## config.mk

```make
export PLATFORM = sky130hd
export DESIGN_NAME = filt_ppi_oq
export DESIGN_NICKNAME = d
export VERILOG_FILES = /design/src/rtl/filt_pkg.sv /design/src/rtl/filt_ppi_oq_sync_fifo.sv /design/src/rtl/filt_ppi_oq.sv
export SDC_FILE = /design/constraint.sdc
export NUM_CORES = 1
export LEC_CHECK = 0
export ABC_AREA = 1
export BUFFER_PORTS_ARGS = -buffer_cell sky130_fd_sc_hd__buf_4
export CAP_MARGIN = 20
export CELL_PAD_IN_SITES_DETAIL_PLACEMENT = 1
export CELL_PAD_IN_SITES_GLOBAL_PLACEMENT = 1
export CORE_MARGIN = 4
export CORE_UTILIZATION = 35
export DETAILED_ROUTE_END_ITERATION = 16
export GPL_TIMING_DRIVEN = 0
export HOLD_SLACK_MARGIN = 0.02
export PLACE_DENSITY = 0.69
export SETUP_SLACK_MARGIN = 0.1
export SYNTH_ARGS = -nofsm -noshare
export SYNTH_HDL_FRONTEND = slang
export SYNTH_SLANG_ARGS = --single-unit
export TNS_END_PERCENT = 100
```

## constraint.sdc

```tcl
create_clock -name i_clk -period 7 [get_ports i_clk]
set_input_delay 1.05 -clock i_clk [delete_from_list [all_inputs] [get_ports i_clk]]
set_output_delay 1.05 -clock i_clk [all_outputs]
set_load 0.05 [all_outputs]
```

## src/rtl/filt_pkg.sv

```systemverilog
// filt_pkg: shared helpers for the polyphase interpolator filter blocks.
//   clog2      - ceiling log2 for sizing pointers and level counters.
//   sat_limit  - signed saturation bound for a given width; upper=1 gives the
//                most positive value, upper=0 the most negative.
package filt_pkg;

  function automatic int unsigned clog2(input int unsigned value);
    int unsigned res;
    int unsigned rem;
    res = 0;
    rem = (value > 0) ? value - 1 : 0;
    while (rem > 0) begin
      res = res + 1;
      rem = rem >> 1;
    end
    return res;
  endfunction

  function automatic longint sat_limit(input int unsigned width, input logic upper);
    longint one;
    one = 1;
    if (upper) begin
      return (one <<< (width - 1)) - one;
    end
    return -(one <<< (width - 1));
  endfunction

endpackage

```

## src/rtl/filt_ppi_oq_sync_fifo.sv

```systemverilog
// sync_fifo: single-clock show-ahead FIFO with occupancy output.
//   i_clk, i_rst  - clock, synchronous active-high reset (clears pointers only)
//   i_wr_en       - write request; accepted when not full or when a read
//                   happens in the same cycle
//   i_wr_data     - write data
//   i_rd_en       - read request; ignored while empty
//   o_rd_data     - entry at the read pointer, 0 while empty
//   o_empty       - no entries
//   o_full        - gp_depth entries
//   o_level       - current occupancy, 0..gp_depth
// gp_depth must be a power of two, >= 2.
module sync_fifo
  import filt_pkg::*;
#(
  parameter int unsigned gp_width = 16,
  parameter int unsigned gp_depth = 8
) (
  input  logic                      i_clk,
  input  logic                      i_rst,
  input  logic                      i_wr_en,
  input  logic [gp_width-1:0]       i_wr_data,
  input  logic                      i_rd_en,
  output logic [gp_width-1:0]       o_rd_data,
  output logic                      o_empty,
  output logic                      o_full,
  output logic [clog2(gp_depth):0]  o_level
);

  localparam int unsigned AW = clog2(gp_depth);

  // Pointers carry one extra wrap bit so full and empty are distinguishable.
  logic [AW:0]         wr_ptr_q, wr_ptr_d;
  logic [AW:0]         rd_ptr_q, rd_ptr_d;
  logic [gp_width-1:0] mem_q [gp_depth];
  logic                do_wr;
  logic                do_rd;

  always_comb begin
    o_empty  = (wr_ptr_q == rd_ptr_q);
    o_full   = (wr_ptr_q[AW] != rd_ptr_q[AW]) &&
               (wr_ptr_q[AW-1:0] == rd_ptr_q[AW-1:0]);
    do_rd    = i_rd_en && !o_empty;
    // A read in the same cycle frees a slot, so a full FIFO still accepts.
    do_wr    = i_wr_en && (!o_full || do_rd);
    wr_ptr_d = wr_ptr_q + {{AW{1'b0}}, do_wr};
    rd_ptr_d = rd_ptr_q + {{AW{1'b0}}, do_rd};
    o_level  = wr_ptr_q - rd_ptr_q;
    o_rd_data = o_empty ? '0 : mem_q[rd_ptr_q[AW-1:0]];
  end

  always_ff @(posedge i_clk) begin
    if (i_rst) begin
      wr_ptr_q <= '0;
      rd_ptr_q <= '0;
    end else begin
      wr_ptr_q <= wr_ptr_d;
      rd_ptr_q <= rd_ptr_d;
    end
  end

  always_ff @(posedge i_clk) begin
    if (do_wr) begin
      mem_q[wr_ptr_q[AW-1:0]] <= i_wr_data;
    end
  end

endmodule

```

## src/rtl/filt_ppi_oq.sv

```systemverilog
// filt_ppi_oq: output quantizer and elastic buffer for the polyphase
// interpolator. Each strobed full-precision sample is rounded (or truncated),
// saturated to gp_odata_width and queued in a show-ahead FIFO drained by a
// valid/ready handshake.
//   i_clk, i_rst - fast clock, synchronous active-high reset
//   i_valid      - one-cycle strobe qualifying i_data
//   i_data       - signed full-precision sample
//   o_data       - signed quantized sample at the FIFO head (0 while empty)
//   o_valid      - FIFO not empty
//   i_ready      - downstream accepts o_data this cycle
//   o_level      - FIFO occupancy
//   o_sat        - one-cycle pulse when the registered sample was clipped
//   o_ovf        - sticky; a sample was dropped on a full FIFO
// Build option: define FILT_PPI_OQ_ROUND_EN for round-half-up; otherwise the
// quantizer truncates (floor toward minus infinity).
module filt_ppi_oq
  import filt_pkg::*;
#(
  parameter int unsigned gp_idata_width = 26,
  parameter int unsigned gp_odata_width = 16,
  parameter int unsigned gp_frac_drop   = 10,
  parameter int unsigned gp_fifo_depth  = 8
) (
  input  logic                           i_clk,
  input  logic                           i_rst,
  input  logic                           i_valid,
  input  logic [gp_idata_width-1:0]      i_data,
  output logic [gp_odata_width-1:0]      o_data,
  output logic                           o_valid,
  input  logic                           i_ready,
  output logic [clog2(gp_fifo_depth):0]  o_level,
  output logic                           o_sat,
  output logic                           o_ovf
);

  localparam int unsigned IW = gp_idata_width;
  localparam int unsigned OW = gp_odata_width;
  localparam int unsigned SW = gp_idata_width + 1;

  localparam longint      SAT_MAX   = sat_limit(OW, 1'b1);
  localparam longint      SAT_MIN   = sat_limit(OW, 1'b0);
  localparam logic [63:0] SAT_MAX_V = SAT_MAX;
  localparam logic [63:0] SAT_MIN_V = SAT_MIN;

  logic signed [SW-1:0] sum;
  logic signed [SW-1:0] shifted;
  logic signed [63:0]   q_ext;
  logic                 clip_hi;
  logic                 clip_lo;

  logic [OW-1:0] q_data_q, q_data_d;
  logic          q_valid_q, q_valid_d;
  logic          sat_q, sat_d;
  logic          ovf_q, ovf_d;

  logic          fifo_empty;
  logic          fifo_full;
  logic          rd_en;

`ifdef FILT_PPI_OQ_ROUND_EN
  localparam logic signed [SW-1:0] RND = {{(SW-1){1'b0}}, 1'b1} << (gp_frac_drop - 1);
`endif

  always_comb begin
`ifdef FILT_PPI_OQ_ROUND_EN
    sum = {i_data[IW-1], i_data} + RND;
`else
    sum = {i_data[IW-1], i_data};
`endif
    shifted = sum >>> gp_frac_drop;
    q_ext   = {{(64-SW){shifted[SW-1]}}, shifted};
    clip_hi = (q_ext > SAT_MAX);
    clip_lo = (q_ext < SAT_MIN);

    q_data_d = q_ext[OW-1:0];
    if (clip_hi) begin
      q_data_d = SAT_MAX_V[OW-1:0];
    end else if (clip_lo) begin
      q_data_d = SAT_MIN_V[OW-1:0];
    end
    q_valid_d = i_valid;
    sat_d     = i_valid && (clip_hi || clip_lo);

    rd_en = o_valid && i_ready;
    // Only a write that cannot be absorbed by a same-cycle read is lost.
    ovf_d = ovf_q || (q_valid_q && fifo_full && !rd_en);
  end

  always_ff @(posedge i_clk) begin
    if (i_rst) begin
      q_data_q  <= '0;
      q_valid_q <= 1'b0;
      sat_q     <= 1'b0;
      ovf_q     <= 1'b0;
    end else begin
      q_data_q  <= q_data_d;
      q_valid_q <= q_valid_d;
      sat_q     <= sat_d;
      ovf_q     <= ovf_d;
    end
  end

  sync_fifo #(
    .gp_width (OW),
    .gp_depth (gp_fifo_depth)
  ) u_fifo (
    .i_clk     (i_clk),
    .i_rst     (i_rst),
    .i_wr_en   (q_valid_q),
    .i_wr_data (q_data_q),
    .i_rd_en   (rd_en),
    .o_rd_data (o_data),
    .o_empty   (fifo_empty),
    .o_full    (fifo_full),
    .o_level   (o_level)
  );

  always_comb begin
    o_valid = !fifo_empty;
    o_sat   = sat_q;
    o_ovf   = ovf_q;
  end

endmodule

```

After elaboration in Yosys (flattened, before gate mapping)
Memory sizes are Yosys's and may differ from the RTL's. A register that Yosys moved wholly into a read port is not among the register bits.
Index checks and enable logic that the tools add are counted.
W data, S select, Z words.

word-level totals
  bits in registers = 27
  RAM bits = 128
  output and inout bits = 23
  logic and storage cells = 36
  memories kept = 1

memories
  memory        words  bits a word  rd ports  clocked after memory_dff  write ports  RTL line                     text
  u_fifo.mem_q  8      16           1         1                         1            filt_ppi_oq_sync_fifo.sv:34  logic [gp_width-1:0] mem_q [gp_depth];

operators by class
  $add $sub $neg = 3
  $lt $le $gt $ge = 2
  equal/unequal tests = 3
  multiplexer cells = 6
  reductions and logical operators = 14

operators by type and width
  operator                number
  $mux W16                2
  $gt A16 B16 Y1 const B  1
  $lt A16 B16 Y1 const B  1
  $mux W15                1
  $add A4 B1 Y4           2
  $logic_and A1 B1 Y1     7
  $eq A4 B4 Y1            1
  $sub A4 B4 Y4           1
  $eq A3 B3 Y1            1
  $logic_not A1 Y1        3
  $logic_or A1 B1 Y1      3
  $mux W3                 1
  $mux W1                 2
  $reduce_or A2 Y1        1
  $ne A1 B1 Y1            1

Logic depth before layout (Yosys ltp)
  depth in word-level cells = 8
  mapped depth = 13

Modules after synthesis
A second synthesis with hierarchy kept.

unflattened totals
  cell total of the unflattened synthesis = 698
  area total of the unflattened synthesis = 6736.5 um2

modules (own cells, without submodules)
  module       instances  cells each  area each (um2)  sequential area each (um2)
  sync_fifo    1          634         6167.2           4003.8
  filt_ppi_oq  1          64          569.3            380.4

Worst setup path before layout
Ideal clock, no wire load.

  kind = reg2out
  start point = register u_fifo.wr_ptr_q[0]
  end point = output o_data[10]
  arrival = 2.246 ns
  data required time = 5.950 ns
  path slack = 3.704 ns
  cell stages (with the launch flop) = 9
  cell sequence = dfxtp_1 inv_1 ha_1 inv_1 nor2_4 nand2_4 buf_6 nand2_1 nor2_1

between the ends
  cells in the longest elaborated chain, start to end = 2

RTL lines
  what                    RTL line                     text
  start, declared         filt_ppi_oq_sync_fifo.sv:32  logic [AW:0] wr_ptr_q, wr_ptr_d;
  start signal, assigned  filt_ppi_oq_sync_fifo.sv:56  wr_ptr_q <= wr_ptr_d;
  $eq A4 B4 Y1            filt_ppi_oq_sync_fifo.sv:39  o_empty = (wr_ptr_q == rd_ptr_q);
  $mux W16                filt_ppi_oq_sync_fifo.sv:48  o_rd_data = o_empty ? '0 : mem_q[rd_ptr_q[AW-1:0]];
  end, declared           filt_ppi_oq.sv:28            output logic [gp_odata_width-1:0] o_data,

No other way between the ends.

Worst setup path in the final report
  start point = register u_fifo.rd_ptr_q[2]
  end point = output o_data[8]

between the ends
  cells in the longest elaborated chain, start to end = 2

RTL lines
  what                    RTL line                     text
  start, declared         filt_ppi_oq_sync_fifo.sv:33  logic [AW:0] rd_ptr_q, rd_ptr_d;
  start signal, assigned  filt_ppi_oq_sync_fifo.sv:57  rd_ptr_q <= rd_ptr_d;
  $eq A4 B4 Y1            filt_ppi_oq_sync_fifo.sv:39
  $mux W16                filt_ppi_oq_sync_fifo.sv:48

No other way between the ends.

==> results.md <==
- CTS Buffer Depth: 2
- Largest family of logic cells by synthesized area: simple AND/OR/NAND/NOR gates
- Post-layout net count: 798
- Placer Congestion: between 0.7 and 0.8
- Hold endpoint: o_ovf
- Layout cells sized above 1: between 10% and 20%
- HP Class: reg2reg
- Simple-gate area share of the yosys netlist: between 10% and 20%
- Initial DRT Pass Iterations: 4
- Synth warn: 0
- Vias/cell: about 4.5
- N_diodes: 0
- Die Wd: 147.3 um
- Worst hold start: o_ovf
- CTS Buf Count: 17
- Synth Instances: roughly 690
- Detail Route Antenna Nets: 0
- Site row count: 50
- Synth area leader: edfxtp_1
- Initial drt markers: 250
- Initial Util: between 30% and 40%
- Primary FF master, synth: edfxtp_1
- Post-Syn Area per Cell: roughly 10 um2
- Clk pin slew, worst setup/hold paths: 60 ps
- Total routed wirelength: around 18 mm
- Vias in the first global route: approximately 5300
- CTS root buf: clkbuf_16
- Aggregate global routing overflow: 0
- Final period util: 52.22%
- # port buffers: 41
- Compound-Gate Fraction of Synth Area: less than 1%
- Post-Syn Area: 0.006787 mm2
- CP endpoint kind: output port
- All-Layer GR Usage: between 15 and 20%
- Power per cell area: just under 300 mW/mm2
- Worst slack at placement: approximately 3800 ps
- Clk_lat worst skew: 430 ps
- TritonCTS Sinks: 155
- Area delta synth->final: 19.43%
- Setup TNS: 0 ps
- Number of synthesized flops with an enable pin: between 100 and 150
- # DRC: 0
- Post-synthesis mux area share: 0%
- CTS Hold Bufs: 0
- RSZ-0062 raised after global routing: false
- Worst r2r path cells: 13
- Post-CTS setup repair buffer count: 0
- Final Setup Violations: 0
- Core Area: 0.01889 mm2
- CP bufs+invs: 5
- Fin crit period: ~3700 ps
- Library cells used by synthesis: 25
- Sequential share of the synthesized area: 64.60%
- Synth top cells by count: nand2_1, inv_1, edfxtp_1
- Initial antenna violation count: 0
- Setup Skew: between 8 and 9 ps
- Leak Pwr: 3.650 nW
- Num ports: 53
- Total number of vias: approximately 4600
- Post-CTS sizing: 0
- Peak VDD IR: 0.1732 mV
- Area contributors post-synth: edfxtp_1, nand2_1, inv_1
- Adder-cell share of the synthesized area: under 10%
- Post-route setup slack: 3345 ps
- Delay of the slowest critical-path stage: 340 ps
- Filler cell count: ~2200
- #FFs+latches synth: ~160
- Fin. Hold Viols: 0
- Largest net degree at the start of global routing: 17
- WHS Path Cells: 2
- Startpoint types: register
- Tot Pwr: ~0.0024 W
- Asr flop ratio synth: 0%
- Final Slew Violations: 0
- Routed len/inst: 17.15 um
- Die ar.: approximately 0.022 mm2
- Max-slew headroom: around 57%
- Crit Path Class: reg2out
- Worst Path Max Fanout: 10
- Setup slack, reg-to-reg: 4280 ps
- RR Endpoint: u_fifo.wr_ptr_q[2]
- Most frequent cell after synthesis: nand2_1
- Measured slew at the worst slew-check pin: 646.9 ps
- Synth top area share: 56.64%
- Synthesized Nets: 730
- F_max: roughly 270 MHz
- Die Y: between 100 and 150 um
- Post-DP HPWL: between 10 and 15 mm
- H-tree Lvls: 4
- Critical Path RT: approximately 6000 ps
- XOR/XNOR Fraction of Synth Area: less than 1%
- Crit path DAT: 2610 ps
- Status: complete, no violations
- CP delay by family, top: buffers and inverters
- Max-cap violations: 0
- First-pass GRT wire length: around 28 mm
- CTS tree: built
- Crit path cell chain: buf_4 -> buf_2 -> inv_1 -> ha_1 -> nand2_1 -> nor2_4 -> nand2_4 -> buf_6 -> nand2_1 -> nor2_1 -> buf_4
- RR Startpoint: u_fifo.rd_ptr_q[2]
- CP max-delay cell: ha_1
through the flow:
| step | hold slack, ps | cells | area (um2) | utilization, % |
|---|---|---|---|---|
| floorplan | 462.5 | 692 | 6787 | - |
| global placement | 442.5 | 993 | 7420 | 39.27 |
| detailed placement | 466.9 | 1001 | 7552 | 39.97 |
| CTS | 477.3 | 1032 | 8105 | 42.90 |
| global route | 522.8 | 1032 | 8105 | 42.90 |
| finish | 474.5 | 1032 | 8105 | 42.90 |
report_power, final:
| part | total, W | internal (W) | switching [W] |
|---|---|---|---|
| combinational | 0.000467 | 0.000140 | 0.000326 |
| sequential | 0.00103 | 0.00101 | 0.0000162 |
| clock | 0.000871 | 0.000529 | 0.000342 |
worst register-to-register path: cells and delay by family (launching register included):
family	cells	cell delay, ps
buffers and inverters	4	640
flip-flops	1	310
AND/OR/NAND/NOR	4	410
AO/OA/AOI/OAI	1	340
XOR/XNOR	1	150
adder cells (fa/ha/maj)	3	750
metal layers:
metal,part of all wire [%],up-vias,track usage [%]
met3,3.5,27,3.671
met4,2.0,0,6.990
li1,-,2278,-
met1,44,2261,20.35
met2,51,77,29.65
met5,0,-,0
kinds of logic after synthesis:
kind of cell,after synthesis
adder cells (fa/ha/maj),8
XOR/XNOR,4
flip-flops,155
other,1
AND/OR/NAND/NOR,323
AO/OA/AOI/OAI,9
buffers and inverters,192
sequential cells by signal (all words and copies together) (netlist names):
name             flops
u_fifo.wr_ptr_q      4
u_fifo.rd_ptr_q      4
u_fifo.mem_q       128
o_ovf                1
q_valid_q            1
o_sat                1
q_data_q            16
layout make-up:
type | instances | area (um2) | share of cell area, %
buffer | 28 | 237.7 | 2.933
sequential | 155 | 4384 | 54.09
tap | 260 | 325.3 | 4.014
inverter | 164 | 615.6 | 7.595
clock inverter | 8 | 95.09 | 1.173
clock buffer | 23 | 457.9 | 5.650
multi-input combinational | 345 | 1569 | 19.36
timing repair buffer | 49 | 420.4 | 5.187
how the worst max path moves through the flow:
stage                                   from  cells past startpoint            endpoint  slack [ps]
after global placement    u_fifo.rd_ptr_q[2]                      9  u_fifo.mem_q[5][7]        3620
after floorplan           u_fifo.wr_ptr_q[0]                      8          o_data[10]        3700
after global routing      u_fifo.rd_ptr_q[2]                     11          o_data[10]        3190
final                     u_fifo.rd_ptr_q[2]                     11           o_data[8]        3340
after detailed placement  u_fifo.rd_ptr_q[2]                     11          o_data[10]        3760
after CTS                 u_fifo.rd_ptr_q[2]                     11          o_data[10]        3300
placed cells by master (no fill, tap or decap), drive strengths merged:
master	netlist	routed
a21oi	5	5
buf	20	69
bufinv	0	2
clkbuf	8	31
clkinv	0	4
clkinvlp	0	2
conb	1	1
dfxtp	27	27
edfxtp	128	128
fa	1	1
ha	7	7
inv	164	164
nand2	172	172
nand3	85	85
nand4	1	1
nor2	65	65
o21ai	2	2
o21bai	2	2
xnor2	3	3
xor2	1	1
No activity file was read; power rests on OpenSTA's default activity.
